### src/rtl/frame_sequencer_if.sv
// Bus bundle between frame_sequencer and its neighbours: frame tick, scene colour,
// colour-RAM port and VGA plot port. The master side is the sequencer itself.
interface frame_sequencer_if;
    logic        iFrameTick;
    logic [2:0]  iColour;
    logic [2:0]  iRamQ;
    logic [14:0] oAddr;
    logic [2:0]  oRamData;
    logic        oRamWren;
    logic [7:0]  oX;
    logic [6:0]  oY;
    logic [2:0]  oColour;
    logic        oPlot;
    logic        oBusy;
    logic        oFrameDone;
    logic        oOverrun;

    modport master (
        input  iFrameTick, iColour, iRamQ,
        output oAddr, oRamData, oRamWren, oX, oY, oColour, oPlot,
               oBusy, oFrameDone, oOverrun
    );

    modport slave (
        output iFrameTick, iColour, iRamQ,
        input  oAddr, oRamData, oRamWren, oX, oY, oColour, oPlot,
               oBusy, oFrameDone, oOverrun
    );
endinterface

### src/rtl/frame_sequencer.sv
// Per-frame clear / render / scan-out walker for the colour-RAM framebuffer.
// Define FRAME_SEQ_CLEAR_EN to include the background clear pass before render.
module frame_sequencer #(
    parameter int         H_PIXELS    = 160,
    parameter int         V_PIXELS    = 120,
    parameter logic [2:0] BG_COLOUR   = 3'd7,
    parameter int         RAM_LATENCY = 1
) (
    input logic              iClock,
    input logic              iResetn,
    frame_sequencer_if.master bus
);

`ifdef FRAME_SEQ_CLEAR_EN
    typedef enum logic [2:0] {IDLE, CLEAR, RENDER, SCAN, DRAIN} state_t;
    localparam state_t START_STATE = CLEAR;
`else
    typedef enum logic [2:0] {IDLE, RENDER, SCAN, DRAIN} state_t;
    localparam state_t START_STATE = RENDER;
`endif

    localparam logic [7:0] X_LAST     = 8'(H_PIXELS - 1);
    localparam logic [6:0] Y_LAST     = 7'(V_PIXELS - 1);
    localparam logic [1:0] DRAIN_LAST = 2'(RAM_LATENCY - 1);

    state_t state_q, state_d;
    logic [7:0] x_q, x_d;
    logic [6:0] y_q, y_d;
    logic [1:0] drain_q, drain_d;
    logic       wren_q, wren_d;
    logic       busy_q, busy_d;
    logic       done_q, done_d;
    logic       overrun_q, overrun_d;

    logic [RAM_LATENCY-1:0]      pv_q, pv_d;
    logic [RAM_LATENCY-1:0][7:0] px_q, px_d;
    logic [RAM_LATENCY-1:0][6:0] py_q, py_d;

    logic last_x;
    logic last_pixel;
    logic scan_active;

    assign last_x      = (x_q == X_LAST);
    assign last_pixel  = last_x && (y_q == Y_LAST);
    assign scan_active = (state_q == SCAN);

    always_comb begin
        state_d   = state_q;
        x_d       = x_q;
        y_d       = y_q;
        drain_d   = drain_q;
        done_d    = 1'b0;
        overrun_d = overrun_q | (bus.iFrameTick & busy_q);

        case (state_q)
            IDLE: begin
                if (bus.iFrameTick) begin
                    state_d = START_STATE;
                end
            end
            DRAIN: begin
                if (drain_q == DRAIN_LAST) begin
                    state_d = IDLE;
                    drain_d = 2'd0;
                    done_d  = 1'b1;
                end else begin
                    drain_d = drain_q + 2'd1;
                end
            end
            default: begin
                if (last_x) begin
                    x_d = 8'd0;
                    y_d = (y_q == Y_LAST) ? 7'd0 : y_q + 7'd1;
                end else begin
                    x_d = x_q + 8'd1;
                end
                if (last_pixel) begin
                    drain_d = 2'd0;
                    if (state_q == SCAN) begin
                        state_d = DRAIN;
                    end else if (state_q == RENDER) begin
                        state_d = SCAN;
                    end else begin
                        state_d = RENDER;
                    end
                end
            end
        endcase

        wren_d = (state_d != IDLE) && (state_d != SCAN) && (state_d != DRAIN);
        busy_d = (state_d != IDLE);

        // Addresses issued during SCAN ride this pipe so x/y line up with the RAM read data.
        pv_d    = '0;
        px_d    = '0;
        py_d    = '0;
        pv_d[0] = scan_active;
        px_d[0] = scan_active ? x_q : 8'd0;
        py_d[0] = scan_active ? y_q : 7'd0;
        for (int i = 1; i < RAM_LATENCY; i++) begin
            pv_d[i] = pv_q[i-1];
            px_d[i] = px_q[i-1];
            py_d[i] = py_q[i-1];
        end
    end

    always_ff @(posedge iClock or negedge iResetn) begin
        if (!iResetn) begin
            state_q   <= IDLE;
            x_q       <= 8'd0;
            y_q       <= 7'd0;
            drain_q   <= 2'd0;
            wren_q    <= 1'b0;
            busy_q    <= 1'b0;
            done_q    <= 1'b0;
            overrun_q <= 1'b0;
            pv_q      <= '0;
            px_q      <= '0;
            py_q      <= '0;
        end else begin
            state_q   <= state_d;
            x_q       <= x_d;
            y_q       <= y_d;
            drain_q   <= drain_d;
            wren_q    <= wren_d;
            busy_q    <= busy_d;
            done_q    <= done_d;
            overrun_q <= overrun_d;
            pv_q      <= pv_d;
            px_q      <= px_d;
            py_q      <= py_d;
        end
    end

    assign bus.oAddr      = {y_q, x_q};
    assign bus.oRamWren   = wren_q;
    assign bus.oRamData   = !wren_q ? 3'd0 : ((state_q == RENDER) ? bus.iColour : BG_COLOUR);
    assign bus.oPlot      = pv_q[RAM_LATENCY-1];
    assign bus.oX         = px_q[RAM_LATENCY-1];
    assign bus.oY         = py_q[RAM_LATENCY-1];
    assign bus.oColour    = pv_q[RAM_LATENCY-1] ? bus.iRamQ : 3'd0;
    assign bus.oBusy      = busy_q;
    assign bus.oFrameDone = done_q;
    assign bus.oOverrun   = overrun_q;

endmodule

### src/flat_wrapper.sv
// flat-port wrapper written by rule: the top's interface ports become plain ports
module frame_sequencer_flat 
#(
    parameter int         H_PIXELS    = 160,
    parameter int         V_PIXELS    = 120,
    parameter logic [2:0] BG_COLOUR   = 3'd7,
    parameter int         RAM_LATENCY = 1
)
  (iClock, iResetn, bus_iFrameTick, bus_iColour, bus_iRamQ, bus_oAddr, bus_oRamData, bus_oRamWren, bus_oX, bus_oY, bus_oColour, bus_oPlot, bus_oBusy, bus_oFrameDone, bus_oOverrun);
  frame_sequencer_if bus_i ();
  input logic iClock;
  input logic iResetn;
  input wire logic [$bits(bus_i.iFrameTick)-1:0] bus_iFrameTick;
  input wire logic [$bits(bus_i.iColour)-1:0] bus_iColour;
  input wire logic [$bits(bus_i.iRamQ)-1:0] bus_iRamQ;
  output wire logic [$bits(bus_i.oAddr)-1:0] bus_oAddr;
  output wire logic [$bits(bus_i.oRamData)-1:0] bus_oRamData;
  output wire logic [$bits(bus_i.oRamWren)-1:0] bus_oRamWren;
  output wire logic [$bits(bus_i.oX)-1:0] bus_oX;
  output wire logic [$bits(bus_i.oY)-1:0] bus_oY;
  output wire logic [$bits(bus_i.oColour)-1:0] bus_oColour;
  output wire logic [$bits(bus_i.oPlot)-1:0] bus_oPlot;
  output wire logic [$bits(bus_i.oBusy)-1:0] bus_oBusy;
  output wire logic [$bits(bus_i.oFrameDone)-1:0] bus_oFrameDone;
  output wire logic [$bits(bus_i.oOverrun)-1:0] bus_oOverrun;
  assign bus_i.iFrameTick = bus_iFrameTick;
  assign bus_i.iColour = bus_iColour;
  assign bus_i.iRamQ = bus_iRamQ;
  assign bus_oAddr = bus_i.oAddr;
  assign bus_oRamData = bus_i.oRamData;
  assign bus_oRamWren = bus_i.oRamWren;
  assign bus_oX = bus_i.oX;
  assign bus_oY = bus_i.oY;
  assign bus_oColour = bus_i.oColour;
  assign bus_oPlot = bus_i.oPlot;
  assign bus_oBusy = bus_i.oBusy;
  assign bus_oFrameDone = bus_i.oFrameDone;
  assign bus_oOverrun = bus_i.oOverrun;
  frame_sequencer #(.H_PIXELS(H_PIXELS), .V_PIXELS(V_PIXELS), .BG_COLOUR(BG_COLOUR), .RAM_LATENCY(RAM_LATENCY)) u_core (.iClock(iClock), .iResetn(iResetn), .bus(bus_i));
endmodule
### config.mk
export PLATFORM = sky130hd
export DESIGN_NAME = frame_sequencer_flat
export DESIGN_NICKNAME = d
export VERILOG_FILES = /design/src/rtl/frame_sequencer_if.sv /design/src/rtl/frame_sequencer.sv /design/src/flat_wrapper.sv
export SDC_FILE = /design/constraint.sdc
export NUM_CORES = 1
export LEC_CHECK = 0
export BUFFER_PORTS_ARGS = -buffer_cell sky130_fd_sc_hd__buf_2
export CORE_MARGIN = 2
export CORE_UTILIZATION = 35
export CTS_BUF_LIST = sky130_fd_sc_hd__clkbuf_16
export DETAILED_ROUTE_END_ITERATION = 16
export GPL_TIMING_DRIVEN = 0
export SYNTH_ARGS = -nofsm -noshare
export SYNTH_HDL_FRONTEND = slang
export SYNTH_SLANG_ARGS = --single-unit
### constraint.sdc
create_clock -name iClock -period 3.15 [get_ports iClock]
set_input_delay 0.1575 -clock iClock [delete_from_list [all_inputs] [get_ports iClock]]
set_output_delay 0.1575 -clock iClock [all_outputs]
set_load 0.005 [all_outputs]
==> key figures, run 1 <==
Global route
  – Largest net degree at the start of global routing: 41
  – Number of global-route vias before repair: 1256
  – Antenna violations before repair: 0
  – First-pass GRT wire length: 5920 um
  – GRT Resource Usage Total: 14.14%
  – Overflow after GRT: 0

Power and ir drop
  – Switching power: 0.3184 mW
  – Comb power frac: 14.3%
  – Pwr dens: 560.9 nW/um2
  – Max VDD drop: 0.0002515 V
  – Leakage: 1.135 nW
  – Net Sw Frac: approximately 25%
  – Clk pwr share: 36.8%
  – Sequential Power Share: 48.9%
  – Pint: 0.9371 mW

Floorplan
  – Die height: 75.25 um
  – Std-Cell Rows: 25
  – I/O pins: 50
  – Core Area: 4817 um2
  – Initial Utilization: 36.88%
  – Die Area: 5663 um2
  – Die Wd: ~75 um

Clocking
  – H-Tree Level Count: 2
  – CTS sink cnt: 40
  – Worst-path clk slew: about 50 ps
  – Worst skew pair latency: 280 ps
  – Setup bufs post-CTS: 0
  – Number of buffers created by CTS: 5
  – Post-cts sizing count: 0
  – Hold Buf Count CTS: 0
  – Clock root buffer: clkbuf_16
  – Deepest clock path buffer count: 2
  – CTS tree: done

Routing
  – Per-cell routed wire length: 12.45 um
  – Via count: between 1000 and 1500
  – First-iteration detailed-routing DRC count: approximately 100
  – DR pass1 iterations: 4
  – Drt drc: 0
  – Vias per cell: approximately 4.8
  – Antenna Violating Nets Remaining: 0
  – DRT Wirelength: 3535 um

Timing
  – Fin crit share: 57.62%
  – RSZ-0062 raised after global routing: no
  – Worst-Margin Slew: about 900 ps
  – Setup total negative slack: 0 ps
  – Period minus WS final: 1815 ps
  – Top achievable clock speed: ~0.55 GHz
  – Setup violators final: 0
  – Relative slew slack: about two fifths
  – Final Skew: 2.570 ps
  – Max-slew violation count: 0
  – Hold Fails Final Rpt: 0

Worst setup path
  – Worst r2r src: u_core.x_q[0]$_DFFE_PN0P_
  – Worst Path Class, Setup: reg -> reg
  – Crit path launch type: flop
  – CP Capture Point: u_core.state_q[0]$_DFF_PN0_
  – Flop2flop setup slack: 1340 ps
  – CP Max Fanout: 7
  – Worst EP arrival: 1980 ps
  – Reg2reg end: u_core.state_q[0]$_DFF_PN0_
  – Worst endpoint required time: 3320 ps
  – Worst r2r path cells: 6
  – CP Launch Point: u_core.x_q[0]$_DFFE_PN0P_
  – CP endpoint kind: flop

Flow run
  – Max-cap violations: 0

Finish
  – Post-route cell area: 2238 um2
  – FILL cells: 494
  – Register area: about 1000 um2
  – Layout cells sized above 1: about 30%
  – # diodes: 0
  – Nets: 230
  – Area delta synth->final: 25.99%
  – Layout Cells excl Fill: 284
  – Area of the multi-input gates: 730.7 um2

Run status
  – Status: completed

Synthesis
  – Async set-reset flop share out of synthesis: 100.0%
  – Main flop type after synthesis: dfrtp_1
  – Commonest cells in the netlist: dfrtp_1 (40), and2_1 (20), nand2_1 (12), nand3_1 (10), nor2_1 (7)
  – Synth top area cells: dfrtp_1 (56%), and2_1 (7.0%), ha_1 (2.8%)
  – Synth Net Count: 174
  – Count leader, synth: dfrtp_1
  – Synth Register Bits: 40
  – EDFF count, synth: 0
  – Syn Area/Cell: 11.04 um2
  – Gate Count Post-Synth: 161
  – Mapped Area: ~1800 um2
  – YS warnings: 0
  – Yosys top cell by area: dfrtp_1
  – Sequential-to-total area share from yosys stat: 56.34%
  – Top cell type's share of synthesized area: 56.34%
  – Unique masters post-synth: 39

Placement
  – Number of placed cells counting well taps: between 200 and 300
  – Area after DPL: 2106 um2
  – I/O Buffers: 49
  – RePlAce Congestion: 0.7855
  – Post-DP HPWL: 2496 um

Worst hold path
  – Hold/Removal Path Class: in -> async
[cell usage in the layout, fill, tap and decap left out, types with 5 or more instances in the layout]
cell type  netlist  final
and2_1          20     20
and3_1           5      5
buf_2            3     52
clkbuf_16        0      5
dfrtp_1         40     40
nand2_1         12     12
nand3_1         10     10
nor2_1           7      7
o21ai_0          6      6
xnor2_1          5      5
[power groups by stage]
stage	Sequential [mW]	Combinational [mW]	Clock, mW
after floorplan	0.616	0.102	0
after global placement	0.624	0.179	0
after detailed placement	0.623	0.184	0
final	0.614	0.180	0.462
after CTS	0.614	0.185	0.481
after global routing	0.626	0.209	0.499
[cell type report]
type / instances / share of cell area [%]
buffer: 7 / 1.509
clock buffer: 5 / 5.590
clock inverter: 2 / 0.3354
inverter: 3 / 0.5031
multi-input combinational: 111 / 32.64
sequential: 40 / 44.72
tap: 67 / 3.745
timing repair buffer: 49 / 10.96
[through the flow]
stage	util (%)	setup WS, ps	total power [mW]	hold slack (ps)
2_1_floorplan	-	1438	0.7179	-138.1
3_3_place_gp	43.71	1340	0.8028	335.8
3_5_place_dp	43.71	1332	0.8071	344.0
4_1_cts	46.47	1324	1.281	42.35
5_1_grt	46.47	1221	1.334	86.45
6_report	46.47	1335	1.256	12.62
[how the worst min path moves through the flow]
stage / from / to / slack, ps
CTS: iResetn / u_core.bus.oX[3]$_DFF_PN0_ / 40
floorplan: iResetn / u_core.bus.oBusy$_DFF_PN0_ / -140
global route: iResetn / u_core.bus.oX[1]$_DFF_PN0_ / 90
detailed placement: iResetn / u_core.bus.oX[5]$_DFF_PN0_ / 340
global placement: iResetn / u_core.bus.oX[5]$_DFF_PN0_ / 340
finish: iResetn / u_core.bus.oX[5]$_DFF_PN0_ / 10
[registers in the layout, summed over array words and instances, names as in the netlist]
register,cells
u_core.drain_q,2
u_core.bus.oX,8
u_core.bus.oFrameDone,1
u_core.state_q,3
u_core.bus.oOverrun,1
u_core.bus.oRamWren,1
u_core.bus.oPlot,1
u_core.bus.oBusy,1
u_core.x_q,8
u_core.bus.oY,7
u_core.y_q,7
[layer usage]
metal  GRT usage [%]  vias up  wire, um
met5               0        -         0
met4           5.653        0        43
met3           5.622        4       200
met2           20.08       36      1551
met1           19.39      644      1740
li1                -      672         -
[logic make-up after synthesis]
group	after synthesis	synth area share, %
AO/OA/AOI/OAI	25	10.28
XOR/XNOR	6	3.380
adder cells (fa/ha/maj)	4	2.817
buffers and inverters	10	2.535
flip-flops	40	56.34
multiplexers	2	1.268
AND/OR/NAND/NOR	74	23.38
[critical path: stages (launching register included)]
cell and delay (ps):
dfrtp_1 430, ha_1 240, and3_1 170, buf_2 160, and4_1 240, or3_1 350, o211a_1 120
No activity file was read; power rests on OpenSTA's default activity.
==> run 2, diff against run 1 <==
--- a/config.mk
+++ b/config.mk
@@ -5,6 +5,7 @@
 export SDC_FILE = /design/constraint.sdc
 export NUM_CORES = 1
 export LEC_CHECK = 0
+export ABC_AREA = 1
 export BUFFER_PORTS_ARGS = -buffer_cell sky130_fd_sc_hd__buf_2
 export CORE_MARGIN = 2
 export CORE_UTILIZATION = 35
==> constraint.sdc (replaced) <==
create_clock -name iClock -period 1.8 [get_ports iClock]
set_input_delay 0.09 -clock iClock [delete_from_list [all_inputs] [get_ports iClock]]
set_output_delay 0.09 -clock iClock [all_outputs]
set_load 0.005 [all_outputs]
==> run 2 against run 1 <==
Compared with the run above: register-to-register slack worse by 1100 ps; flip-flop and latch count stayed put; routed wire length shrank 0.11%.
==> key figures, run 2 <==
Placement
  – RePlAce Congestion: 0.7867
  – I/O Buffers: 49
  – Post-DP HPWL: 2566 um
  – Area after DPL: 2172 um2

Worst hold path
  – Hold/Removal Path Class: in -> reg
  – Cells on Worst Hold Path: 2

Finish
  – Area delta synth->final: 26.19%
  – # diodes: 0
  – Post-route cell area: about 2300 um2
  – Nets: about 270
  – Layout cells sized above 1: 28.46%
  – Most frequent cells in the layout: buf_2 (49), dfrtp_1 (40), inv_1 (37)
  – Final Core Density: 45.73%
  – Most common cell after layout, fill and taps aside: buf_2

Worst setup path
  – CP endpoint kind: flop
  – Worst EP arrival: roughly 1700 ps
  – Worst endpoint required time: about 2000 ps
  – Slowest-stage cell, CP: dfrtp_1
  – Worst r2r path cells: 8
  – Crit path launch type: flop
  – Worst Path Class, Setup: reg -> reg
  – Crit path largest cell delay: 400 ps
  – Cells along the critical path: ha_1, nand3_1, nor2_4, nand3_1, nand3_2, nand2_1, nor2_1, nand2_1
  – CP Max Fanout: 8

Synthesis
  – Top cell type's share of synthesized area: 54.42%
  – YS warnings: 0
  – Yosys top cell by area: dfrtp_1
  – Synth top area cells: dfrtp_1 (54%), inv_1 (7.6%), nor2_1 (5.7%)
  – Async set-reset flop share out of synthesis: 100.0%
  – Commonest cells in the netlist: dfrtp_1 (40), inv_1 (37), nor2_1 (28), nand2_1 (26), nand3_1 (17)
  – Mapped Area: 1839 um2
  – Gate Count Post-Synth: 202
  – Sequential-to-total area share from yosys stat: roughly 54%
  – EDFF count, synth: 0
  – Synth Register Bits: 40
  – Main flop type after synthesis: dfrtp_1
  – Syn Area/Cell: around 9.1 um2
  – Count leader, synth: dfrtp_1
  – Unique masters post-synth: 26
  – Synth Net Count: 215

Timing
  – Max-slew violation count: 0
  – Fin crit share: 84.97%
  – RSZ-0062 raised after global routing: no
  – Hold Fails Final Rpt: 0
  – Worst-Margin Slew: 864.6 ps
  – Setup violators final: 0
  – Top achievable clock speed: 0.6538 GHz
  – Final Skew: 4.855 ps
  – Period minus WS final: 1530 ps
  – Relative slew slack: 42.36%
  – Setup total negative slack: 0 ps

Power and ir drop
  – Leakage: 1.251 nW
  – Max VDD drop: around 0.0003 V
  – Pwr dens: approximately 760 nW/um2
  – Final Total Pwr: 1.772 mW

Global route
  – GRT Resource Usage Total: about an eighth
  – Largest net degree at the start of global routing: 41
  – First-pass GRT wire length: 6203 um
  – Antenna violations before repair: 0
  – Number of global-route vias before repair: 1355
  – Overflow after GRT: 0

Clocking
  – Worst skew pair latency: 280 ps
  – Clock root buffer: clkbuf_16
  – H-Tree Level Count: 2
  – Worst-path clk slew: roughly 60 ps
  – Deepest clock path buffer count: 2
  – CTS tree: done
  – Number of buffers created by CTS: 5
  – Post-cts sizing count: 0
  – CTS sink cnt: 40

Run status
  – Status: completed

Floorplan
  – Die Wd: 76.49 um
  – Std-Cell Rows: 26
  – Die Area: slightly below 6000 um2
  – Initial Utilization: 36.24%
  – Core Area: between 5000 and 6000 um2
  – Die height: 76.49 um
  – I/O pins: 50

Routing
  – DRT Wirelength: 3531 um
  – DR pass1 iterations: 4
  – First-iteration detailed-routing DRC count: 35
  – Drt drc: 0
  – Antenna Violating Nets Remaining: 0
  – Per-cell routed wire length: 10.70 um
  – Vias per cell: 4.312
  – Via count: between 1000 and 1500

Flow run
  – Max-cap violations: 0
run 2: path summary, 6_finish.rpt:
path	slack, ps	to	from
setup / recovery	270	u_core.bus.oBusy$_DFF_PN0_	u_core.y_q[1]$_DFFE_PN0P_
hold / removal	20	u_core.bus.oOverrun$_DFF_PN0_	bus_iFrameTick
setup reg to reg	270	u_core.bus.oBusy$_DFF_PN0_	u_core.y_q[1]$_DFFE_PN0P_
hold reg to reg	460	u_core.bus.oOverrun$_DFF_PN0_	u_core.bus.oOverrun$_DFF_PN0_
max in group asynchronous	800	u_core.bus.oPlot$_DFF_PN0_	iResetn
min in group asynchronous	460	u_core.bus.oX[2]$_DFF_PN0_	iResetn
run 2: per-stage QoR:
step	hold slack [ps]	worst slack [ps]	instances
2_1_floorplan	-205.6	432.2	202
3_3_place_gp	258.3	278.4	321
3_5_place_dp	271.0	269.0	321
4_1_cts	16.49	244.1	330
5_1_grt	34.66	130.0	330
6_report	20.41	270.5	330
run 2: what timing repair did:
item,in CTS,in global routing
setup buffers,0,0
hold buffers,1,0
hold endpoints to repair,40,0
run 2: final cells by class:
cell class / count / area (um2)
Timing Repair Buffer: 50 / 255.2
Clock buffer: 5 / 125.1
Buffer: 2 / 15.01
Inverter: 41 / 153.9
Fill cell: 521 / 2754
Multi-Input combinational cell: 119 / 669.4
Sequential cell: 40 / 1001
Tap cell: 70 / 87.58
Clock inverter: 3 / 13.76
run 2: logic make-up after synthesis:
logic type / count (synthesis) / share of synthesized area, %
buffers and inverters: 43 / 9.183
DFF: 40 / 54.42
xor gates and xnor gates: 8 / 3.810
AOI/OAI and AO/OA: 15 / 4.761
adders and majority gates: 4 / 2.721
and+or+nand+nor: 92 / 25.10
run 2: worst max-delay path: cells and delay by family, from the launching register on:
kind          cells  cell delay (ps)
fa+ha+maj         1              240
flops             1              400
simple gates      7              770
run 2: layer usage:
metal / global-route usage, % / wire length, um / part of all wire, % / vias to the layer above
met2: 21.15 / 1584 / 45 / 42
met4: 4.909 / 64 / 1.8 / 0
met1: 17.35 / 1683 / 48 / 635
met3: 3.673 / 198 / 5.6 / 7
met5: 0 / 0 / 0 / -
li1: - / - / - / 739
run 2: report_power, final:
group          total, mW          switching, mW  leakage (nW)  internal [mW]
clock              0.839                  0.337        0.0710          0.503
combinational     0.0333                 0.0221         0.657         0.0112
sequential         0.899  0.0000000000000000542         0.524          0.899
